### src/rtl/regfile_write_arbiter.sv
// Register file write-port arbiter: three per-source in-order queues drained
// round-robin into a single registered write port, plus RAW hazard detection
// for the two decode-stage read addresses.
module regfile_write_arbiter #(
  parameter int unsigned FIFO_DEPTH = 2
) (
  input  logic        clock,
  input  logic        reset,
  input  logic [2:0]  req_valid_3,
  output logic [2:0]  req_ready_3,
  input  logic [4:0]  req_address_0_5,
  input  logic [4:0]  req_address_1_5,
  input  logic [4:0]  req_address_2_5,
  input  logic [31:0] req_data_0_32,
  input  logic [31:0] req_data_1_32,
  input  logic [31:0] req_data_2_32,
  output logic        w_en,
  output logic [4:0]  w_address_d_5,
  output logic [31:0] w_data_dval_32,
  input  logic [4:0]  w_address_s1_5,
  input  logic [4:0]  w_address_s2_5,
  output logic        hazard_s1,
  output logic        hazard_s2,
  output logic        idle
);

  localparam int unsigned PTR_W = (FIFO_DEPTH > 2) ? 2 : 1;

  logic [4:0]  req_addr  [3];
  logic [31:0] req_data  [3];
  logic [4:0]  head_addr [3];
  logic [31:0] head_data [3];

  logic [2:0]  nonempty;
  logic [2:0]  grant_oh;
  logic        grant_valid;
  logic [1:0]  grant_idx;
  logic [1:0]  last_grant;
  logic [4:0]  sel_addr;
  logic [31:0] sel_data;

  logic [3*FIFO_DEPTH-1:0] match_s1;
  logic [3*FIFO_DEPTH-1:0] match_s2;

  assign req_addr[0] = req_address_0_5;
  assign req_addr[1] = req_address_1_5;
  assign req_addr[2] = req_address_2_5;
  assign req_data[0] = req_data_0_32;
  assign req_data[1] = req_data_1_32;
  assign req_data[2] = req_data_2_32;

  for (genvar g = 0; g < 3; g++) begin : g_queue
    // Ring buffer with a per-slot valid flag: full when every slot is valid,
    // empty when none is, so no separate occupancy counter is needed.
    logic [FIFO_DEPTH-1:0] valid;
    logic [PTR_W-1:0]      rd_ptr;
    logic [PTR_W-1:0]      wr_ptr;
    logic [4:0]            addr_mem [FIFO_DEPTH];
    logic [31:0]           data_mem [FIFO_DEPTH];
    logic                  push;
    logic                  pop;

    assign req_ready_3[g] = ~&valid;
    assign nonempty[g]    = |valid;
    assign push           = req_valid_3[g] & req_ready_3[g];
    assign pop            = grant_oh[g];
    assign head_addr[g]   = addr_mem[rd_ptr];
    assign head_data[g]   = data_mem[rd_ptr];

    // Occupancy and pointer state; push and pop never target the same slot.
    always_ff @(posedge clock or posedge reset) begin
      if (reset) begin
        valid  <= '0;
        rd_ptr <= '0;
        wr_ptr <= '0;
      end else begin
        if (pop) begin
          valid[rd_ptr] <= 1'b0;
          rd_ptr        <= rd_ptr + 1'b1;
        end
        if (push) begin
          valid[wr_ptr] <= 1'b1;
          wr_ptr        <= wr_ptr + 1'b1;
        end
      end
    end

    // Entry storage; contents are only meaningful where valid is set.
    always_ff @(posedge clock) begin
      if (push) begin
        addr_mem[wr_ptr] <= req_addr[g];
        data_mem[wr_ptr] <= req_data[g];
      end
    end

    for (genvar j = 0; j < FIFO_DEPTH; j++) begin : g_match
      assign match_s1[g*FIFO_DEPTH + j] = valid[j] && (addr_mem[j] == w_address_s1_5);
      assign match_s2[g*FIFO_DEPTH + j] = valid[j] && (addr_mem[j] == w_address_s2_5);
    end
  end

  // Round-robin pick: first non-empty queue after the last granted one.
  always_comb begin
    grant_oh = '0;
    case (last_grant)
      2'd0: begin
        if      (nonempty[1]) grant_oh = 3'b010;
        else if (nonempty[2]) grant_oh = 3'b100;
        else if (nonempty[0]) grant_oh = 3'b001;
      end
      2'd1: begin
        if      (nonempty[2]) grant_oh = 3'b100;
        else if (nonempty[0]) grant_oh = 3'b001;
        else if (nonempty[1]) grant_oh = 3'b010;
      end
      default: begin
        if      (nonempty[0]) grant_oh = 3'b001;
        else if (nonempty[1]) grant_oh = 3'b010;
        else if (nonempty[2]) grant_oh = 3'b100;
      end
    endcase
  end

  assign grant_valid = |grant_oh;
  assign grant_idx   = {grant_oh[2], grant_oh[1]};

  // Head-of-queue mux for the granted requester.
  always_comb begin
    sel_addr = head_addr[0];
    sel_data = head_data[0];
    if (grant_oh[1]) begin
      sel_addr = head_addr[1];
      sel_data = head_data[1];
    end else if (grant_oh[2]) begin
      sel_addr = head_addr[2];
      sel_data = head_data[2];
    end
  end

  // Issue register: r0 entries consume the grant but never raise w_en;
  // address/data hold whenever nothing is written.
  always_ff @(posedge clock or posedge reset) begin
    if (reset) begin
      w_en           <= 1'b0;
      w_address_d_5  <= '0;
      w_data_dval_32 <= '0;
      last_grant     <= 2'd2;
    end else begin
      w_en <= grant_valid && (sel_addr != 5'd0);
      if (grant_valid) begin
        last_grant <= grant_idx;
        if (sel_addr != 5'd0) begin
          w_address_d_5  <= sel_addr;
          w_data_dval_32 <= sel_data;
        end
      end
    end
  end

  assign hazard_s1 = (w_address_s1_5 != 5'd0) &&
                     ((|match_s1) || (w_en && (w_address_d_5 == w_address_s1_5)));
  assign hazard_s2 = (w_address_s2_5 != 5'd0) &&
                     ((|match_s2) || (w_en && (w_address_d_5 == w_address_s2_5)));
  assign idle      = ~|nonempty && !w_en;

endmodule

### config.mk
export PLATFORM = sky130hd
export DESIGN_NAME = regfile_write_arbiter
export DESIGN_NICKNAME = d
export VERILOG_FILES = /design/src/rtl/regfile_write_arbiter.sv
export SDC_FILE = /design/constraint.sdc
export NUM_CORES = 1
export LEC_CHECK = 0
export ABC_AREA = 1
export CORE_MARGIN = 2
export CORE_UTILIZATION = 30
export DETAILED_ROUTE_END_ITERATION = 8
export GPL_ROUTABILITY_DRIVEN = 0
export GPL_TIMING_DRIVEN = 0
export PLACE_DENSITY = 0.6
export SLEW_MARGIN = 30
export SYNTH_ARGS = -nofsm -noshare
export SYNTH_HDL_FRONTEND = slang
export SYNTH_SLANG_ARGS = --single-unit
### constraint.sdc
create_clock -name clock -period 2.48 [get_ports clock]
set_input_delay 0.496 -clock clock [delete_from_list [all_inputs] [get_ports clock]]
set_output_delay 0.496 -clock clock [all_outputs]
set_load 0.005 [all_outputs]
Yosys cells after proc, flatten, opt, wreduce, memory -nomap -nowiden --
Memories as Yosys holds them, arrays and structs flattened. Index checks and enable logic that the tools add are counted.
Cells by class: add/sub/neg operators 6, magnitude comparators 12, equality and inequality tests 15, muxes and demuxes 38, bitwise operators 12, reductions and logical operators 46
Operators with widths (number):
- equality test 5 bit | 14
- two-way mux 32 bit | 2
- logical AND 1 bit | 24
- two-way mux 3 bit | 6
- OR reduction 6 bit | 3
- two-way mux 2 bit | 8
- nonzero test 5 bit | 3
- two-way mux 1 bit | 13
- < comparator 1 x 2 -> 1 bit, second input constant | 6
- two-way mux 5 bit | 2
- AND reduction 2 bit | 4
- adder 1 bit, second input constant | 6
- AND 2 bit | 3
- demux 1 bit (select 1 bit) | 6
- greater-or-equal comparator 1 bit, second input constant | 6
- inverter 2 bit | 3
- OR 2 bit | 3
- case mux 3 bit (2 select lines) | 1
- OR reduction 2 bit | 3
- logical NOT 1 bit | 5
- AND 1 bit | 3
- OR reduction 3 bit | 1
- equality test 2 x 1 -> 1 bit, second input constant | 1
- logical NOT 2 bit | 1
- logical OR 1 bit | 2
Word-level totals: register bits 52, RAM bits 222, output and inout bits 44, logic and storage cells 148, memories kept 6
Memories:
- g_queue[0].data_mem | depth 2, bits a word 32, rd ports 1, clocked after memory_dff 0, wr ports 1, RTL line 59 | logic [31:0] data_mem [FIFO_DEPTH];
- g_queue[1].data_mem | depth 2, bits a word 32, rd ports 1, clocked after memory_dff 0, wr ports 1, RTL line 59
- g_queue[2].data_mem | depth 2, bits a word 32, rd ports 1, clocked after memory_dff 0, wr ports 1, RTL line 59
- g_queue[0].addr_mem | depth 2, bits a word 5, rd ports 3, clocked after memory_dff 0, wr ports 1, RTL line 58 | logic [4:0] addr_mem [FIFO_DEPTH];
- g_queue[1].addr_mem | depth 2, bits a word 5, rd ports 3, clocked after memory_dff 0, wr ports 1, RTL line 58
- g_queue[2].addr_mem | depth 2, bits a word 5, rd ports 3, clocked after memory_dff 0, wr ports 1, RTL line 58

Longest topological paths before layout --
Gate-level depths: netlist of the first run.
depth in word-level cells 9, gate-level depth with buffers 15

Worst setup path before layout of the first run --
No wires, ideal clock.
kind register to register, start point reg g_queue[2].valid[0], end point mem g_queue[2].addr_mem[1][0], enable pin, library setup time 433 ps, arrival time 2221 ps, required time 2047 ps, path slack -174 ps, cell stages (with the launch flop) 4, path through dfrtp_1 nand2_1 nand2_1 nor2_1
On the way: word-level cells in the longest chain between the ends 5
Ends and longest elaborated chain:
- start: declaration | RTL line 55 | logic [FIFO_DEPTH-1:0] valid;
- start signal: assignment | RTL line 73 | valid <= '0;
- start signal: indexed assignment | RTL line 78 | valid[rd_ptr] <= 1'b0;
- start signal: indexed assignment | RTL line 82 | valid[wr_ptr] <= 1'b1;
- AND reduction 2 bit | RTL line 63 | assign req_ready_3[g] = ~&valid;
- logical NOT 1 bit | RTL line 63
- net req_ready_3[2] | RTL line 10 | output logic [2:0] req_ready_3,
- AND 1 bit | RTL line 65 | assign push = req_valid_3[g] & req_ready_3[g];
- two-way mux 1 bit | RTL line 90 | if (push) begin
- two-way mux 1 bit (implied by the code) | RTL line 91 | addr_mem[wr_ptr] <= req_addr[g];
- end: declaration | RTL line 58
The timed path passes the listed nets, and every way through them passes these cells.

==> flow_summary.yaml, run 1 <==
floorplan:
  fp.coreArea_sq_um: 37800
  fp.dieH_um: 200
  start_util_pct: 30.5
  ios: 170
  placement_rows: 71
  dieArea_sq_um: 39900
  fp.dieW_um: 200
clock_network:
  cts_inserted_buffers: 30
  clk_path_buf_depth: 3
  clkLatencyLatePin_ns: 0.60
  cts.reportedPaths.clkPinSlew_ns: 0.06
  cts.sinks: 274
  cts_tree: "yes"
  clockRootBuffer: "clkbuf_16"
  htree_levels: 1
  cts-hold-fix-buffers: 0
pwr:
  power.leakage_nw: 6.06
  total_power_mw: 21.6
  swShare_pct: 39.9
  p_int_mw: 13.0
  power_frac_clock_pct: 21.0
  comb_power_share_pct: 45.6
  seq_power_share_pct: 33.4
  ir_drop_uv: 693
  switchingPower_mw: 8.63
  power_density_nw_per_um2: 1390
job:
  max_cap_viol_count: 0
min_path:
  hold_path.class: "input port to async pin"
worst_setup_path:
  critPathKind: "register to primary output"
  crit_start: "last_grant[1]"
  r2r_cells: 14
  rr_startpoint: "last_grant[1]"
  worst-r2r-setup-slack_ns: 0.04
  endpoint_kind: "primary output"
  endpoint: "idle"
  worstPathMaxFanout: 3
  cp.required_ns: 1.98
  worstPathArrival_ns: 2.11
  startpoint_type: "register"
  reg2reg_to: "w_data_dval_32[10]"
synth:
  syn_avg_cell_area_sq_um: 11.2
  synth_area_leaders: "edfxtp_1, dfrtp_1, nand2_1"
  ys_seq_area_share_pct: 69.3
  synthFlopType: "edfxtp_1"
  syn_area_sq_um: 11500
  yosys.area.top_type: "edfxtp_1"
  yosys_register_bits: 274
  async_reset_ff_share_pct: 19.0
  yosys_warnings: 0
  synth_edf_count: 222
  synth_top_area_share_pct: 58.0
  netlist_top_cells_count: "nand2_1, edfxtp_1, a21oi_1"
  netlist-cell-type-count: 37
  syn_inst: 1025
  syn_nets: 1151
  yosysMostFrequentCell: "nand2_1"
status:
  status: "finished, violations left"
  violations: "negative setup slack"
routing:
  drt_wl_total_um: 37400
  drt_pass1_iterations: 5
  routedWlPerCell_um: 20.7
  vias: 8998
  drtAntennaViolNets: 0
  drtIter0Drc: 741
  drc: 0
  vias_per_cell: 4.98
final_layout:
  fillCellCount: 3573
  layout.nets: 1394
  fin_cells: 1806
  fin_area_sq_um: 15600
  synthToLayoutAreaGrowth_pct: 35.7
  fin_util_pct: 41.3
  drive_gt1_share_pct: 15.3
placed_design:
  dp.cells: 1709
  dpl_cell_area_sq_um: 14100
  pre_cts_ws_ns: -0.926
  hpwl_um: 26400
  io_buffers: 161
global_routing:
  grt_pass1_wl_um: 54600
  antenna_found_initial: 3
  grt_max_degree: 31
  grt_overflow: 0
  grt_pass1_vias: 8835
  grtUsageTotal_pct: 18.5
timing:
  max_freq_mhz: 383
  min_period_ns: 2.61
  tightest_slew_ns: 0.802
  fin_ws_ns: -0.129
  tns_ns: -0.129
  hold_ws_ns: 0.270
  fin_crit_sh_pct: 105
  skew_ns: 0.0541
  final_hold_viol_count: 0
  max-slew-margin-rel_pct: 46.6
  setup_viol: 1
  finalMaxSlewViolations: 0
  rsz0062_at_grt: "yes"
==> flip-flops by register name (all words and copies together) (netlist names) <==
name,flops
w_data_dval_32,32
g_queue.data_mem,192
w_en,1
last_grant,2
g_queue.wr_ptr,3
g_queue.rd_ptr,3
g_queue.valid,6
g_queue.addr_mem,30
w_address_d_5,5
==> power groups by stage <==
stage	Sequential, mW	Combinational [mW]	Clock, mW
after floorplan	7.03	5.04	0
after global placement	7.30	8.32	0
after detailed placement	7.27	8.83	0
after CTS	7.19	9.58	4.62
after global routing	7.31	10.8	4.79
final	7.21	9.87	4.54
==> cells by family (layout without fill, tap and decap cells) <==
| kind of cell | Yosys count | count (layout) | synth area share (%) |
|---|---|---|---|
| other cells | 0 | 3 | 0 |
| flops | 274 | 274 | 69.3 |
| buf+inv | 107 | 374 | 3.89 |
| xor+xnor | 15 | 15 | 1.14 |
| compound gates | 188 | 188 | 9.74 |
| mux | 6 | 6 | 0.522 |
| simple gates | 435 | 435 | 15.4 |
==> worst min path at each step <==
| stage | cells after the start | slack (ns) | end |
|---|---|---|---|
| after floorplan | 2 | 0.47 | w_data_dval_32[21] |
| after global placement | 2 | 0.46 | w_data_dval_32[10] |
| after detailed placement | 2 | 0.47 | w_data_dval_32[10] |
| after CTS | 2 | 0.25 | w_data_dval_32[24] |
| after global routing | 2 | 0.30 | w_data_dval_32[24] |
| final | 2 | 0.27 | w_data_dval_32[24] |
==> layer usage <==
layer | track usage [%] | up-vias | share of wire, %
li1 | - | 4100 | -
met1 | 25.3 | 4408 | 43
met2 | 30.9 | 426 | 48
met3 | 3.02 | 64 | 6.9
met4 | 4.61 | 0 | 2.1
met5 | 0 | - | 0
==> area by class of cell <==
cell class / count / area, sq um / area share (%)
flip-flops and latches: 274 / 7970 / 51.1
multi-input cells: 644 / 3280 / 21.0
repair buffers: 213 / 2170 / 13.9
clock buffers: 41 / 842 / 5.40
well taps: 511 / 639 / 4.10
plain buffers: 45 / 269 / 1.72
inverters: 60 / 248 / 1.59
clock inverters: 15 / 180 / 1.15
diodes: 3 / 7.51 / 0.0481
==> cell usage in the layout (no fill, tap or decap), types with 5 or more instances in the layout <==
| master | n |
|---|---|
| a21oi_1 | 71 |
| a221oi_2 | 7 |
| a22oi_1 | 19 |
| buf_12 | 5 |
| buf_16 | 5 |
| buf_2 | 11 |
| buf_4 | 39 |
| buf_8 | 6 |
| clkbuf_1 | 16 |
| clkbuf_16 | 30 |
| clkbuf_2 | 18 |
| clkbuf_8 | 5 |
| clkdlybuf4s50_1 | 156 |
| clkinv_2 | 6 |
| dfrtp_1 | 48 |
| edfxtp_1 | 222 |
| inv_1 | 45 |
| inv_2 | 9 |
| mux2i_1 | 6 |
| nand2_1 | 306 |
| nand2_2 | 5 |
| nand3_1 | 69 |
| nor2_1 | 25 |
| nor2_2 | 7 |
| nor2_4 | 8 |
| o2111ai_1 | 8 |
| o21ai_0 | 42 |
| o22ai_1 | 25 |
| xnor2_1 | 5 |
| xor2_1 | 10 |
==> worst max-delay path, cell delays in order, from the launching register on <==
cell,delay [ns]
dfstp_2,0.57
nor2_4,0.06
nand2_2,0.08
inv_2,0.05
a21oi_4,0.13
buf_6,0.15
nand2_8,0.06
inv_6,0.05
nand2_4,0.05
buf_12,0.12
nor2_4,0.10
buf_2,0.13
==> timing repair <==
action / CTS / global route
pin swaps: 12 / 17
gates resized for setup: 59 / 51
cloned: 0 / 0
setup endpoints to repair: 17 / 39
setup buffers: 30 / 10
Note: power is estimated with default switching activity, not from simulation.
==> inputs of run 2 (changes only) <==
--- a/config.mk
+++ b/config.mk
@@ -9,9 +9,10 @@
 export CORE_MARGIN = 2
 export CORE_UTILIZATION = 30
 export DETAILED_ROUTE_END_ITERATION = 8
+export DONT_BUFFER_PORTS = 1
 export GPL_ROUTABILITY_DRIVEN = 0
 export GPL_TIMING_DRIVEN = 0
-export PLACE_DENSITY = 0.6
+export PLACE_DENSITY = 0.54
 export SLEW_MARGIN = 30
 export SYNTH_ARGS = -nofsm -noshare
 export SYNTH_HDL_FRONTEND = slang
==> run 2 against run 1 <==
Against the previous run: the flow still finishes with violations (negative setup slack); total power shrank 2.5%; wire length down 0.75%; worst hold slack worse by 0.18 ns; clock power rose by 1%; global-route usage grew 0.27 points; combinational power shrank 7.1%; critical path depth down 1; die area unchanged; maximum frequency is 4.4% higher; first-iteration DRC count decreased by 19%; clock skew down 0.044 ns; largest cell class unchanged; largest power group unchanged.
==> flow_summary.yaml, run 2 (synthesis gave the netlist of run 1 again) <==
global_routing:
  grt_pass1_vias: 8861
  grt_max_degree: 28
  antenna_found_initial: 3
  grtUsageTotal_pct: 18.8
  grt_overflow: 0
  grt_pass1_wl_um: 55000
routing:
  routedWlPerCell_um: 21.2
  drtAntennaViolNets: 0
  drc: 0
  vias_per_cell: 4.90
  drt_wl_total_um: 37100
  vias: 8552
  drtIter0Drc: 598
  drt_pass1_iterations: 5
timing:
  fin_ws_ns: -0.0184
  max_freq_mhz: 400
  max-slew-margin-rel_pct: 42.9
  setup_viol: 1
  min_period_ns: 2.50
  fin_crit_sh_pct: 101
  finalMaxSlewViolations: 0
  tns_ns: -0.0184
  skew_ns: 0.0103
  tightest_slew_ns: 0.857
  rsz0062_at_grt: "yes"
  final_hold_viol_count: 0
worst_setup_path:
  startpoint_type: "register"
  worstPathMaxFanout: 3
  worst-r2r-setup-slack_ns: 0.11
  reg2reg_to: "w_data_dval_32[16]"
  cp.required_ns: 1.98
  r2r_cells: 14
  worstPathArrival_ns: 2.00
  endpoint_kind: "primary output"
  critPathKind: "register to primary output"
  rr_startpoint: "last_grant[1]"
floorplan:
  start_util_pct: 30.5
  fp.dieH_um: 200
  placement_rows: 71
  ios: 170
  dieArea_sq_um: 39900
  fp.coreArea_sq_um: 37800
  fp.dieW_um: 200
clock_network:
  cts.reportedPaths.clkPinSlew_ns: 0.06
  htree_levels: 1
  clockRootBuffer: "clkbuf_16"
  cts.sinks: 274
  clk_path_buf_depth: 3
  cts_tree: "yes"
  cts_inserted_buffers: 31
  clkLatencyLatePin_ns: 0.58
final_layout:
  drive_gt1_share_pct: 13.9
  layout.nets: 1333
  largest_reg_flops: 192
  final_common_cell: "nand2_1"
  most-common-layout-cells: "nand2_1, edfxtp_1, dlygate4sd3_1"
  multiInputGateArea_sq_um: 3250
  ff_latch_area_sq_um: 7980
  fillCellCount: 3637
  synthToLayoutAreaGrowth_pct: 31.1
  fin_area_sq_um: 15100
  regMostFlops: "g_queue.data_mem"
  top_regs: "g_queue.data_mem x192, w_data_dval_32 x32, g_queue.addr_mem x30"
min_path:
  whs_endpoint: "g_queue[2].wr_ptr"
  hold_path.class: "input port to register"
  min_path_cells: 2
  min_from: "req_valid_3[2]"
pwr:
  comb_power_share_pct: 43.5
  swShare_pct: 41.0
  p_int_mw: 12.4
  total_power_mw: 21.1
  power_density_nw_per_um2: 1400
  seq_power_share_pct: 34.7
  power.leakage_nw: 5.86
  power_frac_clock_pct: 21.8
  switchingPower_mw: 8.65
  ir_drop_uv: 755
job:
  max_cap_viol_count: 0
placed_design:
  io_buffers: 0
  hpwl_um: 26600
  dpl_cell_area_sq_um: 12500
status:
  status: "finished, violations left"
  violations: "negative setup slack"
run 2: cell count changes in the layout (fill, tap and decap cells not counted), moves of 4 or more:
cell and change:
clkdlybuf4s50_1 -156, dlygate4sd3_1 +112, buf_4 -15, a221oi_1 +5
a221oi_2 -5, buf_16 +5, clkbuf_1 +4, clkbuf_2 -4
nor2_2 -4
run 2: worst max path at each step:
stage                                   start                    endpoint  slack, ns
after floorplan                 last_grant[1]                        idle       0.27
after global placement    g_queue[2].valid[0]  g_queue[2].data_mem[1][22]      -0.67
after detailed placement        last_grant[1]                        idle      -0.40
after CTS                       last_grant[1]                        idle      -0.16
after global routing            last_grant[1]                        idle       -0.1
final                           last_grant[1]                        idle      -0.02
run 2: timing repair:
item / in CTS / in global routing
gates resized for setup: 35 / 51
hold buffers: 112 / 0
setup buffers: 11 / 14
pin swaps: 5 / 9
hold endpoints to repair: 247 / 0
endpoints found under the setup margin: 37 / 40
run 2: critical path, cell delays in order (launching register included):
cell and delay (ns):
dfstp_2 0.58, nor2_4 0.06, nand2_2 0.08, inv_2 0.05, a21oi_4 0.12, buf_6 0.14
nand2_8 0.06, inv_8 0.05, nand2_4 0.04, buf_8 0.13, nor2_4 0.12
run 2: power groups by stage:
stage | registers, mW | logic (mW) | clock network, mW
6_report | 7.31 | 9.17 | 4.60
5_1_grt | 7.43 | 10.2 | 4.89
4_1_cts | 7.29 | 8.90 | 4.70
3_5_place_dp | 7.35 | 8.13 | 0
3_3_place_gp | 7.38 | 7.58 | 0
2_1_floorplan | 7.03 | 5.04 | 0
run 2: cell type report:
class / instances / area share, %
diodes: 3 / 0.0498
multi-input cells: 644 / 21.5
clock buffers: 46 / 5.98
well taps: 511 / 4.24
clock inverters: 12 / 0.896
repair buffers: 150 / 10.9
flip-flops and latches: 274 / 52.9
plain buffers: 46 / 1.88
inverters: 60 / 1.58
run 2: metrics by stage:
step	hold slack, ns	cells	setup slack [ns]	utilization, %
2_1_floorplan	0.465	1025	0.272	-
3_3_place_gp	0.494	1536	-0.672	32.2
3_5_place_dp	0.381	1549	-0.401	33.2
4_1_cts	0.0644	1730	-0.156	39.4
5_1_grt	0.0795	1745	-0.0958	39.9
6_report	0.0869	1746	-0.0184	39.9
run 2: metal layers:
layer	share of wire, %	vias up	track usage (%)
li1	-	3974	-
met1	42	4215	24.0
met2	48	298	31.9
met3	7.2	65	4.45
met4	2.5	0	5.16
met5	0	-	0
==> inputs of run 3 (changes only) <==
--- a/config.mk
+++ b/config.mk
@@ -7,12 +7,12 @@
 export LEC_CHECK = 0
 export ABC_AREA = 1
 export CORE_MARGIN = 2
-export CORE_UTILIZATION = 30
+export CORE_UTILIZATION = 45
 export DETAILED_ROUTE_END_ITERATION = 8
 export DONT_BUFFER_PORTS = 1
 export GPL_ROUTABILITY_DRIVEN = 0
 export GPL_TIMING_DRIVEN = 0
-export PLACE_DENSITY = 0.54
+export PLACE_DENSITY = 0.71
 export SLEW_MARGIN = 30
 export SYNTH_ARGS = -nofsm -noshare
 export SYNTH_HDL_FRONTEND = slang
==> run 3 against run 2 <==
Against the previous run: the flow now finishes without violations; total power is 4.4% lower; combinational power is 8.4% lower; final cell count is 13% lower; highest routed layer unchanged; design area is 5.5% lower; utilization is 17 points higher; first-iteration DRC count is 43% higher; via count is 1.9% lower.
==> flow_summary.yaml, run 3 (synthesis gave the netlist of run 1 again) <==
worst_setup_path:
  cp.required_ns: 1.98
  worstPathMaxFanout: 4
  worst-r2r-setup-slack_ns: 0.16
  startpoint_type: "register"
  critPathKind: "register to primary output"
  reg2reg_to: "w_data_dval_32[26]"
  worstPathArrival_ns: 1.97
  rr_startpoint: "g_queue[0].valid[1]"
  endpoint: "idle"
  r2r_cells: 14
  crit_start: "last_grant[1]"
  endpoint_kind: "primary output"
routing:
  vias: 8390
  drt_pass1_iterations: 6
  drt_wl_total_um: 32700
  drc: 0
  vias_per_cell: 5.55
  drtAntennaViolNets: 0
  routedWlPerCell_um: 21.6
  drtIter0Drc: 855
pwr:
  total_power_mw: 20.2
  power.leakage_nw: 5.60
  ir_drop_uv: 844
  power_density_nw_per_um2: 1410
global_routing:
  grt_overflow: 0
  grt_max_degree: 42
  grtUsageTotal_pct: 24.4
  antenna_found_initial: 1
  grt_pass1_wl_um: 49000
  grt_pass1_vias: 8342
status:
  status: "complete, no violations"
job:
  max_cap_viol_count: 0
final_layout:
  final_common_cell: "nand2_1"
  fillCellCount: 2064
  fin_util_pct: 56.7
  largest_reg_flops: 192
  synthToLayoutAreaGrowth_pct: 23.9
  top_regs: "g_queue.data_mem x192, w_data_dval_32 x32, g_queue.addr_mem x30"
  most-common-layout-cells: "nand2_1, edfxtp_1, dlygate4sd3_1"
  ff_latch_area_sq_um: 7970
  fin_cells: 1513
  layout.nets: 1286
  regMostFlops: "g_queue.data_mem"
  drive_gt1_share_pct: 11.8
  multiInputGateArea_sq_um: 3190
timing:
  tightest_slew_ns: 0.819
  skew_ns: 0.0496
  fin_ws_ns: 0.0109
  rsz0062_at_grt: "yes"
  min_period_ns: 2.47
  fin_crit_sh_pct: 99.6
  final_hold_viol_count: 0
  setup_viol: 0
  finalMaxSlewViolations: 0
  max-slew-margin-rel_pct: 45.4
  max_freq_mhz: 405
clock_network:
  cts.sinks: 274
  clkLatencyLatePin_ns: 0.58
  clk_path_buf_depth: 3
  cts.reportedPaths.clkPinSlew_ns: 0.06
  cts_inserted_buffers: 28
  cts_tree: "yes"
  htree_levels: 1
  clockRootBuffer: "clkbuf_16"
floorplan:
  start_util_pct: 45.8
  placement_rows: 58
  fp.dieH_um: 164
  dieArea_sq_um: 26900
  fp.coreArea_sq_um: 25100
  ios: 170
  fp.dieW_um: 164
placed_design:
  dp.cells: 1365
  pre_cts_ws_ns: -0.254
  io_buffers: 0
  hpwl_um: 22600
min_path:
  hold_path.class: "input port to register"
-- run 3: report_power, final --
part | switching [mW] | leakage (nW) | internal [mW] | total [mW]
clock | 1.81 | 0.487 | 2.63 | 4.44
combinational | 5.49 | 2.43 | 2.91 | 8.40
sequential | 0.849 | 2.68 | 6.46 | 7.31
total | 8.16 | 5.60 | 12.0 | 20.2
-- run 3: worst max-delay path, cell delays in order (launching register included) --
cell and delay [ns]:
dfstp_2 0.58, nor2_4 0.06, nand2_2 0.09, inv_2 0.05
a21oi_4 0.13, buf_6 0.14, nand2_8 0.06, inv_8 0.05
nand2_4 0.05, buf_8 0.14, nor2_4 0.09
-- run 3: worst min path at each step --
stage,start,endpoint,slack (ns),depth (start not counted)
3_3_place_gp,last_grant[1],last_grant[1],0.50,2
4_1_cts,req_address_2_5[3],g_queue[2].addr_mem[0][3],0.05,0
6_report,req_address_2_5[2],g_queue[2].addr_mem[1][2],0.06,0
3_5_place_dp,reset,w_data_dval_32[5],0.30,1
5_1_grt,req_address_2_5[4],g_queue[2].addr_mem[0][4],0.04,0
2_1_floorplan,w_data_dval_32[21],w_data_dval_32[21],0.47,2
-- run 3: layout make-up --
type / count / area share (%)
sequential: 274 / 55.9
inverter: 60 / 1.65
clock buffer: 36 / 5.42
tap: 330 / 2.90
timing repair buffer: 106 / 8.43
clock inverter: 16 / 1.47
antenna: 1 / 0.0176
buffer: 46 / 1.76
multi-input combinational: 644 / 22.4
-- run 3: per-stage QoR --
stage / setup TNS, ns / hold WS (ns) / area [sq um]
finish: 0 / 0.0559 / 14200
global route: -0.0678 / 0.0376 / 14200
CTS: -0.121 / 0.0469 / 14200
detailed placement: -0.254 / 0.296 / 12200
global placement: -86.52 / 0.497 / 11900
floorplan: 0 / 0.465 / 11500
-- run 3: routing by layer --
metal	track usage, %	vias to the layer above	share of wire [%]
li1	-	3875	-
met1	29.8	4044	37
met2	42.3	411	50
met3	7.10	60	10
met4	7.10	0	2.6
met5	0	-	0
-- run 3: timing repair --
item                                    in CTS  in global routing
hold buffers                                80                  0
pin swaps                                    3                  4
gates resized for setup                     23                 34
hold endpoints to repair                   185                  0
endpoints found under the setup margin       1                 42
buffers inserted                             8                  8
